[src/rtl/ncl_pkg.sv]
// Shared types for the NCL multiplier host: dual-rail encoding, rail codes and FSM states.
package ncl_pkg;

    // {rail1, rail0}
    typedef logic [1:0] dual_rail_logic;

    localparam dual_rail_logic DrNull    = 2'b00;
    localparam dual_rail_logic DrData0   = 2'b01;
    localparam dual_rail_logic DrData1   = 2'b10;
    localparam dual_rail_logic DrIllegal = 2'b11;

    typedef enum logic [2:0] {
        StIdle,
        StData,
        StHold,
        StNull,
        StRecover
    } state_e;

    function automatic dual_rail_logic dr_pack(input logic rail1, input logic rail0);
        return {rail1, rail0};
    endfunction

endpackage

[src/rtl/ncl_mult3_host_if.sv]
// Bundles the binary handshake and the dual-rail NCL multiplier signals of ncl_mult3_host.
interface ncl_mult3_host_if;

    logic       in_valid;
    logic       in_ready;
    logic [2:0] in_a;
    logic [2:0] in_b;
    logic [2:0] a_rail1;
    logic [2:0] a_rail0;
    logic [2:0] b_rail1;
    logic [2:0] b_rail0;
    logic       ko_in;
    logic [5:0] p_rail1;
    logic [5:0] p_rail0;
    logic       ki_out;
    logic       out_valid;
    logic       out_ready;
    logic [5:0] out_p;
    logic       out_err;

    // master: the host block; slave: producer/consumer and the NCL multiplier around it
    modport master (
        input  in_valid, in_a, in_b, ko_in, p_rail1, p_rail0, out_ready,
        output in_ready, a_rail1, a_rail0, b_rail1, b_rail0, ki_out, out_valid, out_p, out_err
    );

    modport slave (
        output in_valid, in_a, in_b, ko_in, p_rail1, p_rail0, out_ready,
        input  in_ready, a_rail1, a_rail0, b_rail1, b_rail0, ki_out, out_valid, out_p, out_err
    );

endinterface

[src/rtl/ncl_sync.sv]
// N-bit multi-flop synchronizer with asynchronous reset for signals from the NCL domain.
module ncl_sync #(
    parameter int unsigned WIDTH       = 1,
    parameter int unsigned SYNC_STAGES = 2
) (
    input  logic             clk,
    input  logic             rst,
    input  logic [WIDTH-1:0] d,
    output logic [WIDTH-1:0] q
);

    logic [WIDTH-1:0] stage_q [SYNC_STAGES];

    always_ff @(posedge clk or posedge rst) begin
        if (rst) begin
            for (int i = 0; i < int'(SYNC_STAGES); i++) begin
                stage_q[i] <= '0;
            end
        end else begin
            stage_q[0] <= d;
            for (int i = 1; i < int'(SYNC_STAGES); i++) begin
                stage_q[i] <= stage_q[i-1];
            end
        end
    end

    assign q = stage_q[SYNC_STAGES-1];

endmodule

[src/rtl/ncl_mult3_host.sv]
// Host for a 3x3 NCL multiplier: turns a binary valid/ready pair into the four-phase
// DATA/NULL dual-rail protocol and decodes the dual-rail product back to binary.
module ncl_mult3_host
    import ncl_pkg::*;
#(
    parameter int unsigned SYNC_STAGES = 2,
    parameter int unsigned TIMEOUT     = 255
) (
    input logic              clk,
    input logic              rst,
    ncl_mult3_host_if.master bus
);

    localparam logic [15:0] TimeoutLast = 16'(TIMEOUT - 1);

    state_e      state_q, state_d;
    logic [2:0]  a_q, a_d, b_q, b_d;
    logic [15:0] cnt_q, cnt_d;
    logic [5:0]  out_p_q, out_p_d;
    logic        out_err_q, out_err_d;
    logic        out_valid_q, in_ready_q, ki_q;
    logic [2:0]  a1_q, a0_q, b1_q, b0_q;
    logic        complete_q, empty_q;

    logic        ko_s;
    logic [11:0] p_s;
    logic [5:0]  p1_s, p0_s;
    logic [5:0]  bit_data, bit_ill;
    logic        complete_now, empty_now, illegal;
    logic        complete, empty, in_data;

    ncl_sync #(
        .WIDTH       (1),
        .SYNC_STAGES (SYNC_STAGES)
    ) u_sync_ko (
        .clk (clk),
        .rst (rst),
        .d   (bus.ko_in),
        .q   (ko_s)
    );

    ncl_sync #(
        .WIDTH       (12),
        .SYNC_STAGES (SYNC_STAGES)
    ) u_sync_p (
        .clk (clk),
        .rst (rst),
        .d   ({bus.p_rail1, bus.p_rail0}),
        .q   (p_s)
    );

    assign p1_s = p_s[11:6];
    assign p0_s = p_s[5:0];

    always_comb begin
        bit_data = '0;
        bit_ill  = '0;
        for (int i = 0; i < 6; i++) begin
            case (dr_pack(p1_s[i], p0_s[i]))
                DrData0, DrData1: bit_data[i] = 1'b1;
                DrIllegal:        bit_ill[i]  = 1'b1;
                default:          ;
            endcase
        end
    end

    assign complete_now = &bit_data;
    assign empty_now    = (p_s == 12'd0);
    assign illegal      = |bit_ill;
    // Wavefronts are only trusted once seen on two consecutive synchronized samples.
    assign complete     = complete_now & complete_q;
    assign empty        = empty_now & empty_q;

    always_comb begin
        state_d   = state_q;
        a_d       = a_q;
        b_d       = b_q;
        cnt_d     = cnt_q;
        out_p_d   = out_p_q;
        out_err_d = 1'b0;
        unique case (state_q)
            StIdle: begin
                if (bus.in_valid && in_ready_q) begin
                    a_d     = bus.in_a;
                    b_d     = bus.in_b;
                    state_d = StData;
                end
            end
            StData: begin
                cnt_d = cnt_q + 16'd1;
                if (illegal) begin
                    out_err_d = 1'b1;
                    state_d   = StRecover;
                end else if (!ko_s && complete) begin
                    out_p_d = p1_s;
                    state_d = StHold;
                end else if (cnt_q == TimeoutLast) begin
                    out_err_d = 1'b1;
                    state_d   = StRecover;
                end
            end
            StHold: begin
                if (illegal) begin
                    out_err_d = 1'b1;
                    state_d   = StRecover;
                end else if (bus.out_ready) begin
                    state_d = StNull;
                end
            end
            StNull: begin
                cnt_d = cnt_q + 16'd1;
                if (ko_s && empty) begin
                    state_d = StIdle;
                end else if (cnt_q == TimeoutLast) begin
                    out_err_d = 1'b1;
                    cnt_d     = '0;
                end
            end
            StRecover: begin
                if (ko_s && empty) begin
                    state_d = StIdle;
                end
            end
            default: state_d = StIdle;
        endcase
        if (state_d != state_q) begin
            cnt_d = '0;
        end
    end

    assign in_data = (state_d == StData) || (state_d == StHold);

    // Outputs toward the asynchronous core are registered so they never glitch.
    always_ff @(posedge clk or posedge rst) begin
        if (rst) begin
            state_q     <= StIdle;
            a_q         <= '0;
            b_q         <= '0;
            cnt_q       <= '0;
            out_p_q     <= '0;
            out_err_q   <= 1'b0;
            out_valid_q <= 1'b0;
            in_ready_q  <= 1'b0;
            ki_q        <= 1'b1;
            a1_q        <= '0;
            a0_q        <= '0;
            b1_q        <= '0;
            b0_q        <= '0;
            complete_q  <= 1'b0;
            empty_q     <= 1'b0;
        end else begin
            state_q     <= state_d;
            a_q         <= a_d;
            b_q         <= b_d;
            cnt_q       <= cnt_d;
            out_p_q     <= out_p_d;
            out_err_q   <= out_err_d;
            out_valid_q <= (state_d == StHold);
            in_ready_q  <= (state_d == StIdle);
            ki_q        <= !((state_d == StNull) || (state_d == StRecover));
            a1_q        <= in_data ? a_d : 3'd0;
            a0_q        <= in_data ? ~a_d : 3'd0;
            b1_q        <= in_data ? b_d : 3'd0;
            b0_q        <= in_data ? ~b_d : 3'd0;
            complete_q  <= complete_now;
            empty_q     <= empty_now;
        end
    end

    assign bus.in_ready  = in_ready_q;
    assign bus.a_rail1   = a1_q;
    assign bus.a_rail0   = a0_q;
    assign bus.b_rail1   = b1_q;
    assign bus.b_rail0   = b0_q;
    assign bus.ki_out    = ki_q;
    assign bus.out_valid = out_valid_q;
    assign bus.out_p     = out_p_q;
    assign bus.out_err   = out_err_q;

endmodule

[src/flat_wrapper.sv]
// flat-port wrapper written by rule: the top's interface ports become plain ports
module ncl_mult3_host_flat import ncl_pkg::*;
#(
    parameter int unsigned SYNC_STAGES = 2,
    parameter int unsigned TIMEOUT     = 255
)
  (clk, rst, bus_in_valid, bus_in_a, bus_in_b, bus_ko_in, bus_p_rail1, bus_p_rail0, bus_out_ready, bus_in_ready, bus_a_rail1, bus_a_rail0, bus_b_rail1, bus_b_rail0, bus_ki_out, bus_out_valid, bus_out_p, bus_out_err);
  ncl_mult3_host_if bus_i ();
  input logic clk;
  input logic rst;
  input wire logic [$bits(bus_i.in_valid)-1:0] bus_in_valid;
  input wire logic [$bits(bus_i.in_a)-1:0] bus_in_a;
  input wire logic [$bits(bus_i.in_b)-1:0] bus_in_b;
  input wire logic [$bits(bus_i.ko_in)-1:0] bus_ko_in;
  input wire logic [$bits(bus_i.p_rail1)-1:0] bus_p_rail1;
  input wire logic [$bits(bus_i.p_rail0)-1:0] bus_p_rail0;
  input wire logic [$bits(bus_i.out_ready)-1:0] bus_out_ready;
  output wire logic [$bits(bus_i.in_ready)-1:0] bus_in_ready;
  output wire logic [$bits(bus_i.a_rail1)-1:0] bus_a_rail1;
  output wire logic [$bits(bus_i.a_rail0)-1:0] bus_a_rail0;
  output wire logic [$bits(bus_i.b_rail1)-1:0] bus_b_rail1;
  output wire logic [$bits(bus_i.b_rail0)-1:0] bus_b_rail0;
  output wire logic [$bits(bus_i.ki_out)-1:0] bus_ki_out;
  output wire logic [$bits(bus_i.out_valid)-1:0] bus_out_valid;
  output wire logic [$bits(bus_i.out_p)-1:0] bus_out_p;
  output wire logic [$bits(bus_i.out_err)-1:0] bus_out_err;
  assign bus_i.in_valid = bus_in_valid;
  assign bus_i.in_a = bus_in_a;
  assign bus_i.in_b = bus_in_b;
  assign bus_i.ko_in = bus_ko_in;
  assign bus_i.p_rail1 = bus_p_rail1;
  assign bus_i.p_rail0 = bus_p_rail0;
  assign bus_i.out_ready = bus_out_ready;
  assign bus_in_ready = bus_i.in_ready;
  assign bus_a_rail1 = bus_i.a_rail1;
  assign bus_a_rail0 = bus_i.a_rail0;
  assign bus_b_rail1 = bus_i.b_rail1;
  assign bus_b_rail0 = bus_i.b_rail0;
  assign bus_ki_out = bus_i.ki_out;
  assign bus_out_valid = bus_i.out_valid;
  assign bus_out_p = bus_i.out_p;
  assign bus_out_err = bus_i.out_err;
  ncl_mult3_host #(.SYNC_STAGES(SYNC_STAGES), .TIMEOUT(TIMEOUT)) u_core (.clk(clk), .rst(rst), .bus(bus_i));
endmodule
[config.mk]
export PLATFORM = sky130hd
export DESIGN_NAME = ncl_mult3_host_flat
export DESIGN_NICKNAME = d
export VERILOG_FILES = /design/src/rtl/ncl_pkg.sv /design/src/rtl/ncl_mult3_host_if.sv /design/src/rtl/ncl_sync.sv /design/src/rtl/ncl_mult3_host.sv /design/src/flat_wrapper.sv
export SDC_FILE = /design/constraint.sdc
export NUM_CORES = 1
export LEC_CHECK = 0
export BUFFER_PORTS_ARGS = -buffer_cell sky130_fd_sc_hd__buf_4
export CAP_MARGIN = 30
export CORE_MARGIN = 10
export CORE_UTILIZATION = 34
export CTS_BUF_LIST = sky130_fd_sc_hd__clkbuf_4 sky130_fd_sc_hd__clkbuf_8
export DETAILED_ROUTE_END_ITERATION = 8
export HOLD_SLACK_MARGIN = 0.12
export REMOVE_ABC_BUFFERS = 1
export SKIP_LAST_GASP = 1
export SLEW_MARGIN = 20
export SYNTH_ARGS = -nofsm -noshare
export SYNTH_HDL_FRONTEND = slang
export SYNTH_SLANG_ARGS = --single-unit
[constraint.sdc]
create_clock -name clk -period 4.8 [get_ports clk]
set_input_delay 1.44 -clock clk [delete_from_list [all_inputs] [get_ports clk]]
set_output_delay 1.44 -clock clk [all_outputs]
set_load 0.05 [all_outputs]
Yosys cells after proc, flatten, opt, wreduce, memory -nomap -nowiden
Index checks and enable logic that the tools add are counted.
{ "word_totals": {"register_bits": 75, "inputBits": 23, "output_inout_bits": 22} }
{ "op_classes": {"n_bitwise": 5, "n_eq_ne": 28, "addsub": 1, "mux": 38, "reduce_logical": 21} }
{ "ops": {"columns": ["cell", "count"], "rows": [
  ["two-way mux 16 bit", 3],
  ["two-way mux 3 bit", 15],
  ["case mux 16 bit (2 select lines)", 1],
  ["equality test 2 bit, second input constant", 12],
  ["two-way mux 1 bit", 17],
  ["adder 16 x 1 -> 16 bit, second input constant", 1],
  ["equality test 16 x 8 -> 1 bit, second input constant", 1],
  ["OR reduction 2 bit", 7],
  ["equality test 2 x 1 -> 1 bit, second input constant", 6],
  ["equality test 3 x 2 -> 1 bit, second input constant", 4],
  ["logical NOT 12 bit", 1],
  ["case mux 3 bit (4 select lines)", 1],
  ["equality test 3 x 1 -> 1 bit, second input constant", 2],
  ["equality test 3 bit, second input constant", 2],
  ["logical NOT 3 bit", 2],
  ["inverter 3 bit", 2],
  ["AND reduction 6 bit", 1],
  ["OR reduction 6 bit", 1],
  ["logical AND 1 bit", 3],
  ["!= test 3 bit", 1],
  ["case mux 1 bit (3 select lines)", 1],
  ["AND reduction 3 bit", 1],
  ["nonzero test 3 bit", 1],
  ["AND 1 bit", 2],
  ["3 further kinds", 5]
]} }

Depth between registers and ports, before layout
Gate-level depths: netlist (run 1).
{ "logic_depth": {"word_depth": 12, "mapped_depth": 9} }

Modules after synthesis
Synthesis (run 1) repeated with hierarchy kept, for this count alone.
{ "hier_totals": {"hier_cells": 246, "area_unflattened_um2": 3085.5} }
{ "modules_own_cells": {"columns": ["mod", "cells_each", "area_per_inst_um2", "instances", "seq_area_each_um2"], "rows": [
  ["ncl_mult3_host", 206, 2337.2, 1, 1227.4],
  ["ncl_sync (u_core.u_sync_p)", 37, 694.4, 1, 600.6],
  ["ncl_sync (u_core.u_sync_ko)", 3, 53.8, 1, 50.0]
]} }

Worst setup path after synthesis (run 1)
Ideal clock, no wire load.
{ "synth_path": {"path_type": "input -> register", "start": "in bus_in_valid", "end": "reg u_core.cnt_q[1]", "path_slack_ns": 1.478, "setup_ns": 0.101, "n_path_buf": 1, "t_arrival_ns": 3.221, "path_stages": 7, "path_cell_list": "nand2_1 > nor4_1 > a21oi_1 > nand3_4 > mux2_4 > buf_6 > nor4_1"} }
{ "synth_via": {"elab_chain_cells": 5, "word_cells_on_any_way": 6} }
{ "synth_lines": {"columns": ["item", "line", "source"], "rows": [
  ["start, declared", "flat_wrapper.sv:11", "input wire logic [$bits(bus_i.in_valid)-1:0] bus_in_valid;"],
  ["logical AND 1 bit (*)", "ncl_mult3_host.sv:83", "if (bus.in_valid && in_ready_q) begin"],
  ["two-way mux 3 bit (*)", "ncl_mult3_host.sv:83", null],
  ["case mux 3 bit (4 select lines) (*)", "ncl_mult3_host.sv:81", "unique case (state_q)"],
  ["net u_core.state_d[0]", "ncl_mult3_host.sv:16", "state_e state_q, state_d;"],
  ["!= test 3 bit (*)", "ncl_mult3_host.sv:126", "if (state_d != state_q) begin"],
  ["nonzero test 3 bit (no line) or two-way mux 16 bit (tied branches)", null, null],
  ["end signal, assigned", "ncl_mult3_host.sv:155", "cnt_q <= cnt_d;"],
  ["end, declared", "ncl_mult3_host.sv:18", "logic [15:0] cnt_q, cnt_d;"]
]} }
The timed path passes the listed nets; every way through them passes the cells marked *.
A chain may end at the register's enable or synchronous reset.

Worst setup path after layout (run 1)
{ "layout_path": {"start": "reg u_core.u_sync_p.stage_q, in the netlist u_core.u_sync_p.q[8]", "end": "reg u_core.cnt_q[2]"} }
{ "layout_via": {"elab_chain_cells": 11, "word_cells_on_any_way": 23} }
{ "layout_lines": {"columns": ["item", "line", "source"], "rows": [
  ["start, declared", "ncl_sync.sv:12", "logic [WIDTH-1:0] stage_q [SYNC_STAGES];"],
  ["start signal, assigned by index", "ncl_sync.sv:22", "stage_q[i] <= stage_q[i-1];"],
  ["equality test 2 x 1 -> 1 bit or equality test 2 bit (tied branches)", "ncl_mult3_host.sv:59", "case (dr_pack(p1_s[i], p0_s[i]))"],
  ["OR reduction 2 bit", "ncl_mult3_host.sv:59", null],
  ["two-way mux 1 bit", "ncl_mult3_host.sv:59", null],
  ["AND reduction 6 bit", "ncl_mult3_host.sv:67", "assign complete_now = &bit_data;"],
  ["AND 1 bit", "ncl_mult3_host.sv:71", "assign complete = complete_now & complete_q;"],
  ["logical AND 1 bit", "ncl_mult3_host.sv:94", "end else if (!ko_s && complete) begin"],
  ["two-way mux 3 bit", "ncl_mult3_host.sv:94", null],
  ["two-way mux 3 bit", "ncl_mult3_host.sv:91", "if (illegal) begin"],
  ["case mux 3 bit (4 select lines) (*)", "ncl_mult3_host.sv:81", null],
  ["net u_core.state_d[0]", "ncl_mult3_host.sv:16", null],
  ["!= test 3 bit (*)", "ncl_mult3_host.sv:126", null],
  ["nonzero test 3 bit (no line) or two-way mux 16 bit (tied branches)", null, null]
]} }
Marked as above.

==> qor.yml, run 1 <==
setup_path:
  crit_path_top_delay_cell: "nor4_1"
  endpoint_kind: "flop"
  critPathMaxFanout: 16
  crit_top_cell: "nor4_1"
  worstSetupStartpointType: "flop"
  arrival_ns: 3.18
  critical_path_required_ns: 5.04
  max_stage_delay_ns: 0.58
  cp_cell_sequence: "ha_1 > nor4_1 > nand2_1 > or3b_2 > nand3_4 > mux2_4 > nor4_1"
  worstSetupPathType: "reg2reg"
sta:
  fin_hold_ws_ns: 0.350
  worstMarginPinSlew_ns: 0.768
  slew_headroom_pct: 48.4
  fmax_mhz: 339
  maxSlewViolCount: 0
  final.min_clock_period_ns: 2.95
  fin_crit_sh_pct: 61.4
  fin_skew_ns: 0.00946
  finalSetupViolCount: 0
  finalHoldViolCount: 0
  rsz0062_at_grt: "no"
  setup-tns-final_ns: 0
routing:
  wl_per_cell_um: 14.5
  ant_nets: 0
  drc: 0
  drt_wl_total_um: 5790
  vias_per_cell: 4.85
  drtIter0Drc: 85
  first_pass_iters: 4
  vias: 1935
global_routing:
  antenna_found_initial: 0
  grt_pass1_vias: 2060
  grt-ovfl-total: 0
  track_usage_pct: 9.64
  grt_start_max_net_pins: 32
  grt_first_pass_wirelength_um: 10200
floorplan:
  core-area_um2: 8640
  chipWidth_um: 114
  start_util_pct: 34.7
  fp.dieH_um: 114
  floorplan.rows: 34
  io_pins: 45
  die-area_um2: 13000
logic_synthesis:
  synth_ff_type: "dfrtp_1"
  yosysUniqueCellTypes: 42
  synthCells: 232
  ys_seq_area_share_pct: 62.8
  ys_ff_latch: 75
  synth_edf_count: 0
  synth_warnings: 0
  avgSynthCellArea_um2: 12.9
  syn_area_um2: 2990
  ys_async_sr_fraction_pct: 100
place:
  place_inst: 382
  io_buffers: 44
  gp_congestion: 0.824
  place_hpwl_um: 4270
power:
  power.internal_mw: 1.13
  pwr_density_cell_nw_per_um2: 456
  p_sw_share_pct: 32.9
  ir_drop_mv: 0.248
  power.static_leakage_nw: 1.71
  clkPwrFrac_pct: 29.2
  power_frac_comb_pct: 25.3
  pwr-share-seq_pct: 45.5
  p_switching_uw: 554
final_layout:
  final_common_cell: "dfrtp_1"
  fin_util_pct: 42.7
  drive_gt1_share_pct: 30.2
  final_cells: 399
  nets: 317
  multiInputGateArea_um2: 1070
  final_cell_mix: "dfrtp_1, buf_4, nor2_1, nor3_1"
  areaGrowthSynthToFinish_pct: 23.3
  fill_cells: 841
  regArea_um2: 1880
  antenna_cells: 0
cts:
  clockBufferDepth: 2
  cts-root-buf: "clkbuf_8"
  postCtsSetupBuffers: 0
  cts_tree: "yes"
  ctsResizeCount: 0
  clkSinkCount: 75
  cts_buffers: 9
  cts.reportedPaths.clkPinSlew_ns: 0.08
  ctsHoldBuffers: 0
  htree_levels: 3
  clk_latency_ns: 0.35
worst_hold_path:
  min_path_type: "reg2reg"
flow_run:
  max_cap_viol_count: 0
run_status:
  status: "complete, no violations"
metrics by stage:
stage | setup WS (ns) | total power [mW] | area, um^2
5_1_grt | 1.62 | 1.78 | 3690
3_3_place_gp | 1.82 | 1.20 | 3450
6_report | 1.85 | 1.68 | 3690
3_5_place_dp | 1.77 | 1.21 | 3480
2_1_floorplan | 1.45 | 1.07 | 2960
4_1_cts | 1.82 | 1.71 | 3690
registers in the layout, summed over array words and instances, names as in the netlist, 3 cells and up:
signal	flops
u_core.bus.b_rail0	3
u_core.a_q	3
u_core.bus.a_rail1	3
u_core.b_q	3
u_core.cnt_q	16
u_core.u_sync_p.q	12
u_core.bus.b_rail1	3
u_core.bus.out_p	6
u_core.state_q	3
u_core.bus.a_rail0	3
u_core.u_sync_p.stage_q	12
power by group through the flow:
stage,registers (mW),clock network [mW],logic [mW]
2_1_floorplan,0.876,0,0.193
3_3_place_gp,0.778,0,0.423
3_5_place_dp,0.778,0,0.434
4_1_cts,0.767,0.512,0.435
5_1_grt,0.777,0.539,0.464
6_report,0.766,0.492,0.427
routing by layer:
metal	track usage, %	share of wire [%]	vias up
met3	3.73	4.6	10
met5	0	0	-
met1	11.9	45	951
met2	14.9	49	28
met4	3.68	1.6	0
li1	-	-	946
cell usage after synthesis (2+ instances only):
master | count | share of area [%]
nor2b_1 | 7 | 1.5
or3_1 | 2 | 0.42
xor2_1 | 11 | 3.2
a21oi_1 | 5 | 0.84
clkbuf_1 | 6 | 0.75
nor3_1 | 14 | 2.3
dfrtp_1 | 74 | 62
nor4_1 | 12 | 2.5
inv_1 | 2 | 0.25
a211o_1 | 3 | 0.88
nand2_1 | 12 | 1.5
nand3_1 | 3 | 0.50
xnor2_1 | 3 | 0.88
nand4_1 | 8 | 1.7
nor2_1 | 14 | 1.8
or4_4 | 2 | 0.75
nor3b_1 | 2 | 0.50
ha_1 | 8 | 3.3
and3_1 | 2 | 0.42
mux2_2 | 12 | 4.5
and4_1 | 4 | 1.2
nand2b_1 | 6 | 1.3
worst paths after layout:
path                                                        to                             startpoint  cells past startpoint  slack (ns)
worst max-delay path               u_core.cnt_q[2]$_DFFE_PP0P_         u_core.u_sync_p.q[8]$_DFF_PP0_                      7        1.85
worst min-delay path            u_core.u_sync_p.q[4]$_DFF_PP0_  u_core.u_sync_p.stage_q[16]$_DFF_PP0_                      0        0.35
worst max register to register     u_core.cnt_q[2]$_DFFE_PP0P_         u_core.u_sync_p.q[8]$_DFF_PP0_                      7        1.85
worst min register to register  u_core.u_sync_p.q[4]$_DFF_PP0_  u_core.u_sync_p.stage_q[16]$_DFF_PP0_                      0        0.35
max in group asynchronous          u_core.cnt_q[7]$_DFFE_PP0P_                                    rst                      4        2.79
min in group asynchronous              u_core.a_q[2]$_DFF_PP0_                                    rst                      2        1.13
cell families after synthesis:
logic type                 after synthesis  synth area share [%]
and+or+nand+nor                         97                  19.6
DFF                                     75                  62.8
AOI/OAI and AO/OA                       16                  3.85
xor gates and xnor gates                14                  4.10
muxes                                   13                  5.02
buffers and inverters                    9                  1.38
adders and majority gates                8                  3.34
critical path: cells and delay by family, from the launching register on:
| family | cells | cell delay [ns] |
|---|---|---|
| simple gates | 5 | 1.84 |
| flops | 1 | 0.41 |
| mux | 1 | 0.40 |
| fa+ha+maj | 1 | 0.19 |
layout make-up:
cell class	count	area share, %
Multi-Input combinational cell	148	29.1
Tap cell	108	3.66
Timing Repair Buffer	50	10.5
Clock buffer	10	3.73
Clock inverter	6	1.90
Sequential cell	75	50.9
Inverter	2	0.203
Power figures use the tool's default switching activity.
==> inputs of run 2 (changes only) <==
ABC_AREA = 1   (was unset)
clock period = 2.4 ns   (was 4.8 ns; I/O delays follow)
==> run 2 against run 1 <==
Wire length up 9.4%. Register-to-register slack worse by 1.4 ns. Power up 110%. Sequential share of layout area down 3.4 points. First-iteration DRC count down 24%. Die area up 7.5%. Clock-buffer cell count up 1. Non-clock buffer count down 2. Maximum frequency up 48%. Critical path depth up 4. Critical endpoint is now u_core.bus.b_rail0[2]$_DFF_PP0_. Highest routed layer unchanged.
==> qor.yml, run 2 <==
run_status:
  status: "complete, no violations"
setup_path:
  critPathMaxFanout: 12  # -4
  endpoint_kind: "flop"
  r2r_setup_slack_ns: 0.41  # -1.44 ns
  reg2reg_depth: 11  # +4
  startpoint: "u_core.u_sync_p.q[8]$_DFF_PP0_"
  path_buf_inv: 1  # +1
  worstSetupStartpointType: "flop"
  crit_path_top_delay_cell: "dfrtp_1"
  worstSetupPathType: "reg2reg"
  critical_path_required_ns: 2.68  # -2.36 ns
  path_delay_family: "simple AND/OR/NAND/NOR gates"
  rr_startpoint: "u_core.u_sync_p.q[8]$_DFF_PP0_"
  reg2reg_to: "u_core.bus.b_rail0[2]$_DFF_PP0_"
  max_stage_delay_ns: 0.42  # -0.16 ns
  cp_cell_sequence: "ha_1 > nand2_1 > inv_1 > nand4_1 > nand2_1 > nor2_1 > nor2_2 > nand2_2 > nor2_4 > nand2_2 > nor2_1"
  arrival_ns: 2.27  # -0.91 ns
sta:
  rsz0062_at_grt: "no"
  fin_skew_ns: 0.00956  # +0.000103 ns
  worstMarginPinSlew_ns: 0.422  # -0.346 ns
  fmax_mhz: 503  # +48%
  finalSetupViolCount: 0  # unchanged
  maxSlewViolCount: 0  # unchanged
  fin_crit_sh_pct: 82.9  # +21 points
  finalHoldViolCount: 0  # unchanged
  setup_ws_ns: 0.411  # -1.44 ns
  slew_headroom_pct: 71.7  # +23 points
  final.min_clock_period_ns: 1.99  # -0.959 ns
floorplan:
  start_util_pct: 35.2  # +0.53 points
  core-area_um2: 9280  # +7.5%
  chipWidth_um: 118  # +3.7%
  fp.dieH_um: 118  # +3.7%
  io_pins: 45  # unchanged
  floorplan.rows: 35  # +2.9%
  die-area_um2: 13900  # +7.5%
cts:
  postCtsSetupBuffers: 0  # unchanged
  cts_tree: "yes"
  htree_levels: 3  # unchanged
  cts_buffers: 9  # unchanged
  cts-root-buf: "clkbuf_8"
  ctsResizeCount: 0  # unchanged
  ctsHoldBuffers: 0  # unchanged
  clk_latency_ns: 0.35  # about the same
  clockBufferDepth: 2  # unchanged
  clkSinkCount: 75  # unchanged
  cts.reportedPaths.clkPinSlew_ns: 0.08  # about the same
routing:
  vias_per_cell: 4.27  # -12%
  vias: 2235  # +16%
  wl_per_cell_um: 12.1  # -17%
  ant_nets: 0  # unchanged
  drtIter0Drc: 65  # -24%
  drt_wl_total_um: 6340  # +9.4%
  drc: 0  # unchanged
  first_pass_iters: 4  # unchanged
worst_hold_path:
  hold_depth: 0  # unchanged
  holdPathEnd: "u_core.u_sync_p.q[3]$_DFF_PP0_"
  min_path_type: "reg2reg"
  min_from: "u_core.u_sync_p.stage_q[15]$_DFF_PP0_"
place:
  pre_cts_ws_ns: 0.378  # -1.39 ns
  gp_congestion: 0.759  # -7.9%
  io_buffers: 44  # unchanged
  place_hpwl_um: 4640  # +8.5%
power:
  power_frac_comb_pct: 30.2  # +4.9 points
  power.internal_mw: 2.23  # +98%
  p_switching_mw: 1.34  # +140%
  clkPwrFrac_pct: 27.7  # -1.5 points
  pwr-share-seq_pct: 42.0  # -3.5 points
  power.static_leakage_nw: 1.99  # +16%
  pwr_density_cell_nw_per_um2: 904  # +98%
  p_sw_share_pct: 37.5  # +4.6 points
  ir_drop_mv: 0.493  # +98%
  p_total_mw: 3.58  # +110%
global_routing:
  grt_start_max_net_pins: 76  # +140%
  grt-busiest-layer: "met2"
  grt_pass1_vias: 2424  # +18%
  grt-ovfl-total: 0  # unchanged
  track_usage_pct: 9.92  # +0.28 points
  grt_first_pass_wirelength_um: 11400  # +12%
  grt_use_met1_pct: 11.8  # -0.13 points
  grt_util_met3_pct: 2.59  # -1.1 points
  antenna_found_initial: 0  # unchanged
  grtUsageMet2_pct: 15.8  # +0.91 points
final_layout:
  areaGrowthSynthToFinish_pct: 21.1
  fill_cells: 942  # +12%
  nets: 421  # +33%
  drive_gt1_share_pct: 27.1  # -3.2 points
  largest_register_ffs: 16  # unchanged
  final_cell_mix: "dfrtp_1, nand2_1, buf_4"
  final_common_cell: "dfrtp_1"
  regArea_um2: 1880  # unchanged
  regMostFlops: "u_core.cnt_q"
  multiInputGateArea_um2: 1160  # +7.8%
  antenna_cells: 0  # unchanged
logic_synthesis:
  syn_area_um2: 3270  # +9.2%
  ys_ff_latch: 75  # unchanged
  yosysUniqueCellTypes: 29  # -31%
  ys_seq_area_share_pct: 57.5  # -5.3 points
  avgSynthCellArea_um2: 9.72  # -25%
  yosysTopAreaCellShare_pct: 56.7  # -5.2 points
  synthTopCellsByCount: "dfrtp_1, nand2_1, inv_1"
  synthCells: 336  # +45%
  synth.area.top_cells: "dfrtp_1, nand2_1, inv_1"
  synth_edf_count: 0  # unchanged
  yosysMostFrequentCell: "dfrtp_1"
  synth_largest_area_cell: "dfrtp_1"
  ys_async_sr_fraction_pct: 100  # unchanged
  synth_warnings: 0  # unchanged
  synth_ff_type: "dfrtp_1"
flow_run:
  max_cap_viol_count: 0  # unchanged
[run 2: cell count changes in the layout (fill, tap and decap cells not counted), moves of 10 or more]
cell,delta
inv_1,+43
mux2_2,-12
nand2_1,+61
nand3_1,+13
nor2_1,+21
nor2_2,+13
nor2_4,+14
nor3_1,-10
nor4_1,-11
[run 2: cell type report]
type,instances,share of cell area [%]
Clock inverter,5,1.55
Inverter,48,4.55
Timing Repair Buffer,48,9.42
Multi-Input combinational cell,208,29.3
Tap cell,129,4.08
Sequential cell,75,47.5
Clock buffer,11,3.67
[run 2: logic make-up after synthesis]
family                   share of synthesized area (%)
buffers and inverters                             7.09
AO/OA/AOI/OAI                                     2.22
adder cells (fa/ha/maj)                           3.06
XOR/XNOR                                          2.95
AND/OR/NAND/NOR                                   27.2
flip-flops                                        57.5
[run 2: worst max path at each step]
stage | cells past startpoint | to | slack, ns
floorplan | 1 | u_core.a_q[0]$_DFF_PP0_ | -0.23
global placement | 11 | u_core.bus.b_rail1[2]$_DFF_PP0_ | 0.41
detailed placement | 11 | u_core.bus.a_rail0[2]$_DFF_PP0_ | 0.38
CTS | 11 | u_core.bus.b_rail0[2]$_DFF_PP0_ | 0.37
global route | 11 | u_core.bus.b_rail1[2]$_DFF_PP0_ | 0.10
finish | 11 | u_core.bus.b_rail0[2]$_DFF_PP0_ | 0.41
[run 2: per-layer routing]
layer  up-vias  share of wire (%)
met5         -                  0
met3         9                4.1
met2        32                 49
met4         0                2.1
li1       1140                  -
met1      1054                 44
[run 2: stage by stage]
| step | hold slack [ns] | setup TNS, ns | area [um^2] | instances | utilization (%) |
|---|---|---|---|---|---|
| after floorplan | 0.331 | -16.90 | 3220 | 331 | - |
| after global placement | 0.334 | 0 | 3750 | 508 | 40.4 |
| after detailed placement | 0.336 | 0 | 3750 | 508 | 40.4 |
| after CTS | 0.354 | 0 | 3960 | 524 | 42.6 |
| after global routing | 0.356 | 0 | 3960 | 524 | 42.6 |
| final | 0.350 | 0 | 3960 | 524 | 42.6 |
[run 2: power groups by stage]
stage	registers, mW	clock network (mW)	logic [mW]
after floorplan	1.75	0	0.568
after global placement	1.53	0	1.07
after CTS	1.51	1.02	1.10
after detailed placement	1.53	0	1.10
after global routing	1.53	1.08	1.20
final	1.50	0.992	1.08
==> inputs of run 3 (changes only) <==
clock period = 1.6 ns   (was 2.4 ns; I/O delays follow)
==> run 3 against run 2 <==
The flow now finishes with violations (setup timing). Clock skew is 0.0011 ns lower. Sequential share of layout area fell by 6.7 points. Register-to-register slack lost 0.73 ns. Largest cell class unchanged. Non-clock buffer count increased by 58. Global-route usage is 0.11 points lower. Maximum frequency up 3.6%. First-iteration DRC count up 28%. Largest power group unchanged. Utilization grew 7.0 points.
==> qor.yml, run 3 (synthesized netlist as in run 2, its figures left out) <==
run_status:
  violations: "setup timing"
  status: "finished, violations left"
sta:
  final.min_clock_period_ns: 1.92  # -0.0687 ns
  maxSlewViolCount: 0  # unchanged
  finalHoldViolCount: 0  # unchanged
  setup_ws_ns: -0.320  # -0.731 ns
  fin_skew_ns: 0.00843  # -0.00113 ns
  slew_headroom_pct: 74.6  # +3.0 points
  fmax_mhz: 521  # +3.6%
  worstMarginPinSlew_ns: 0.381  # -0.0413 ns
  setup-tns-final_ns: -9.56  # -9.56 ns
  finalSetupViolCount: 40  # +40
  rsz0062_at_grt: "yes"
  fin_crit_sh_pct: 120  # +37 points
cts:
  cts-root-buf: "clkbuf_8"
  cts.reportedPaths.clkPinSlew_ns: 0.08  # about the same
  ctsHoldBuffers: 0  # unchanged
  htree_levels: 3  # unchanged
  cts_buffers: 9  # unchanged
  clk_latency_ns: 0.34  # about the same
  clkSinkCount: 75  # unchanged
  cts_tree: "yes"
  clockBufferDepth: 2  # unchanged
global_routing:
  antenna_found_initial: 0  # unchanged
  grt_first_pass_wirelength_um: 11300  # -1.0%
  track_usage_pct: 9.81  # -0.11 points
  grt-ovfl-total: 0  # unchanged
  grt_pass1_vias: 2490  # +2.7%
  grt_start_max_net_pins: 76  # unchanged
flow_run:
  max_cap_viol_count: 0  # unchanged
routing:
  ant_nets: 0  # unchanged
  drtIter0Drc: 83  # +28%
  vias: 2528  # +13%
  drc: 0  # unchanged
  drt_wl_total_um: 6880  # +8.6%
  first_pass_iters: 4  # unchanged
  wl_per_cell_um: 11.8  # -2.2%
  vias_per_cell: 4.34  # +1.8%
power:
  p_total_mw: 6.12  # +71%
  pwr_density_cell_nw_per_um2: 1330  # +47%
  power.static_leakage_nw: 2.32  # +16%
  ir_drop_mv: 1.07  # +120%
final_layout:
  final_cell_mix: "buf_4, dfrtp_1, nand2_1"
  areaGrowthSynthToFinish_pct: 41.1
  largest_register_ffs: 16  # unchanged
  drive_gt1_share_pct: 42.6  # +16 points
  nets: 479  # +14%
  regMostFlops: "u_core.cnt_q"
  antenna_cells: 0  # unchanged
  final_common_cell: "buf_4"
place:
  place_hpwl_um: 4760  # +2.6%
  io_buffers: 44  # unchanged
  gp_congestion: 0.825  # +8.6%
setup_path:
  critPathMaxFanout: 8  # -4
  reg2reg_depth: 13  # +2
  r2r_setup_slack_ns: -0.32  # -0.73 ns
  critical_path_required_ns: 1.83  # -0.85 ns
  reg2reg_to: "u_core.cnt_q[7]$_DFFE_PP0P_"
  crit_top_cell: "nand2_1"
  endpoint_kind: "flop"
  cp_cell_sequence: "ha_4 > nand2_1 > inv_2 > nand4_1 > buf_4 > buf_6 > nand3_4 > nand3_2 > nand2_1 > nand2_2 > nand2_4 > buf_12 > nor2_1"
  worstSetupStartpointType: "flop"
  max_stage_delay_ns: 0.42  # about the same
  critPathCapture: "u_core.cnt_q[7]$_DFFE_PP0P_"
  rr_startpoint: "u_core.u_sync_p.q[6]$_DFF_PP0_"
  crit_path_top_delay_cell: "dfrtp_1"
  startpoint: "u_core.u_sync_p.q[6]$_DFF_PP0_"
  worstSetupPathType: "reg2reg"
  arrival_ns: 2.15  # -0.12 ns
floorplan:
  start_util_pct: 35.2  # unchanged
  io_pins: 45  # unchanged
  fp.dieH_um: 118  # unchanged
  floorplan.rows: 35  # unchanged
  core-area_um2: 9280  # unchanged
  chipWidth_um: 118  # unchanged
  die-area_um2: 13900  # unchanged
worst_hold_path:
  min_path_type: "in2async"
==> run 3: cell types whose count changed in the layout (fill, tap and decap cells not counted), moves of 5 or more <==
| cell | before | now |
|---|---|---|
| ha_1 | 8 | 2 |
| ha_4 | 0 | 6 |
| nor2_2 | 13 | 21 |
| inv_2 | 4 | 9 |
| o21ai_0 | 10 | 5 |
| inv_1 | 44 | 38 |
| buf_4 | 47 | 100 |
| o21ai_1 | 1 | 6 |
| nor2_1 | 35 | 25 |
==> run 3: final cells by class <==
cell class	instances	area, um^2
fill	862	4670
tap	129	161
timing repair buffer	106	845
clock inverter	5	86.3
inverter	48	184
multi-input combinational	208	1320
clock buffer	11	139
sequential	75	1880
==> run 3: metal layers <==
| layer | part of all wire, % | GRT usage, % | vias to the layer above |
|---|---|---|---|
| met3 | 4.8 | 3.65 | 4 |
| met2 | 52 | 16.9 | 45 |
| li1 | - | - | 1264 |
| met1 | 42 | 10.6 | 1215 |
| met4 | 1.1 | 3.94 | 0 |
| met5 | 0 | 0 | - |
==> run 3: report_power, final <==
| part | internal [mW] | total [mW] | switching (mW) |
|---|---|---|---|
| Sequential | 2.14 | 2.26 | 0.119 |
| Clock | 0.925 | 1.61 | 0.681 |
| Combinational | 0.885 | 2.26 | 1.37 |
==> run 3: what timing repair did <==
action                                  in CTS  in global routing
pin swaps                                    0                 12
setup buffers                                6                 12
endpoints found under the setup margin      38                 43
gates resized for setup                      7                 41
==> run 3: how the worst min path moves through the flow <==
stage / start / endpoint / slack [ns] / depth (start not counted)
final: rst / u_core.complete_q$_DFF_PP0_ / 0.23 / 3
after detailed placement: u_core.u_sync_p.stage_q[20]$_DFF_PP0_ / u_core.u_sync_p.q[8]$_DFF_PP0_ / 0.33 / 0
after floorplan: u_core.u_sync_ko.stage_q[1]$_DFF_PP0_ / u_core.u_sync_ko.q$_DFF_PP0_ / 0.33 / 0
after global placement: u_core.u_sync_p.stage_q[15]$_DFF_PP0_ / u_core.u_sync_p.q[3]$_DFF_PP0_ / 0.34 / 0
after CTS: rst / u_core.state_q[2]$_DFF_PP0_ / 0.23 / 3
after global routing: bus_p_rail0[0] / u_core.u_sync_p.stage_q[12]$_DFF_PP0_ / 0.21 / 1
==> run 3: worst max-delay path, delay by kind of cell (launching register included) <==
| kind | cells | cell delay [ns] |
|---|---|---|
| AND/OR/NAND/NOR | 8 | 0.65 |
| buffers and inverters | 4 | 0.48 |
| flip-flops | 1 | 0.42 |
| adder cells (fa/ha/maj) | 1 | 0.28 |
==> run 3: metrics by stage <==
stage,instances,hold WS (ns),setup WS [ns],util [%],instance area [um^2]
after floorplan,331,0.331,-0.788,-,3220
after global placement,548,0.338,-0.276,43.9,4080
after detailed placement,548,0.335,-0.348,43.9,4080
after CTS,570,0.230,-0.259,47.0,4370
after global routing,582,0.205,-0.414,49.6,4610
final,582,0.232,-0.320,49.6,4610
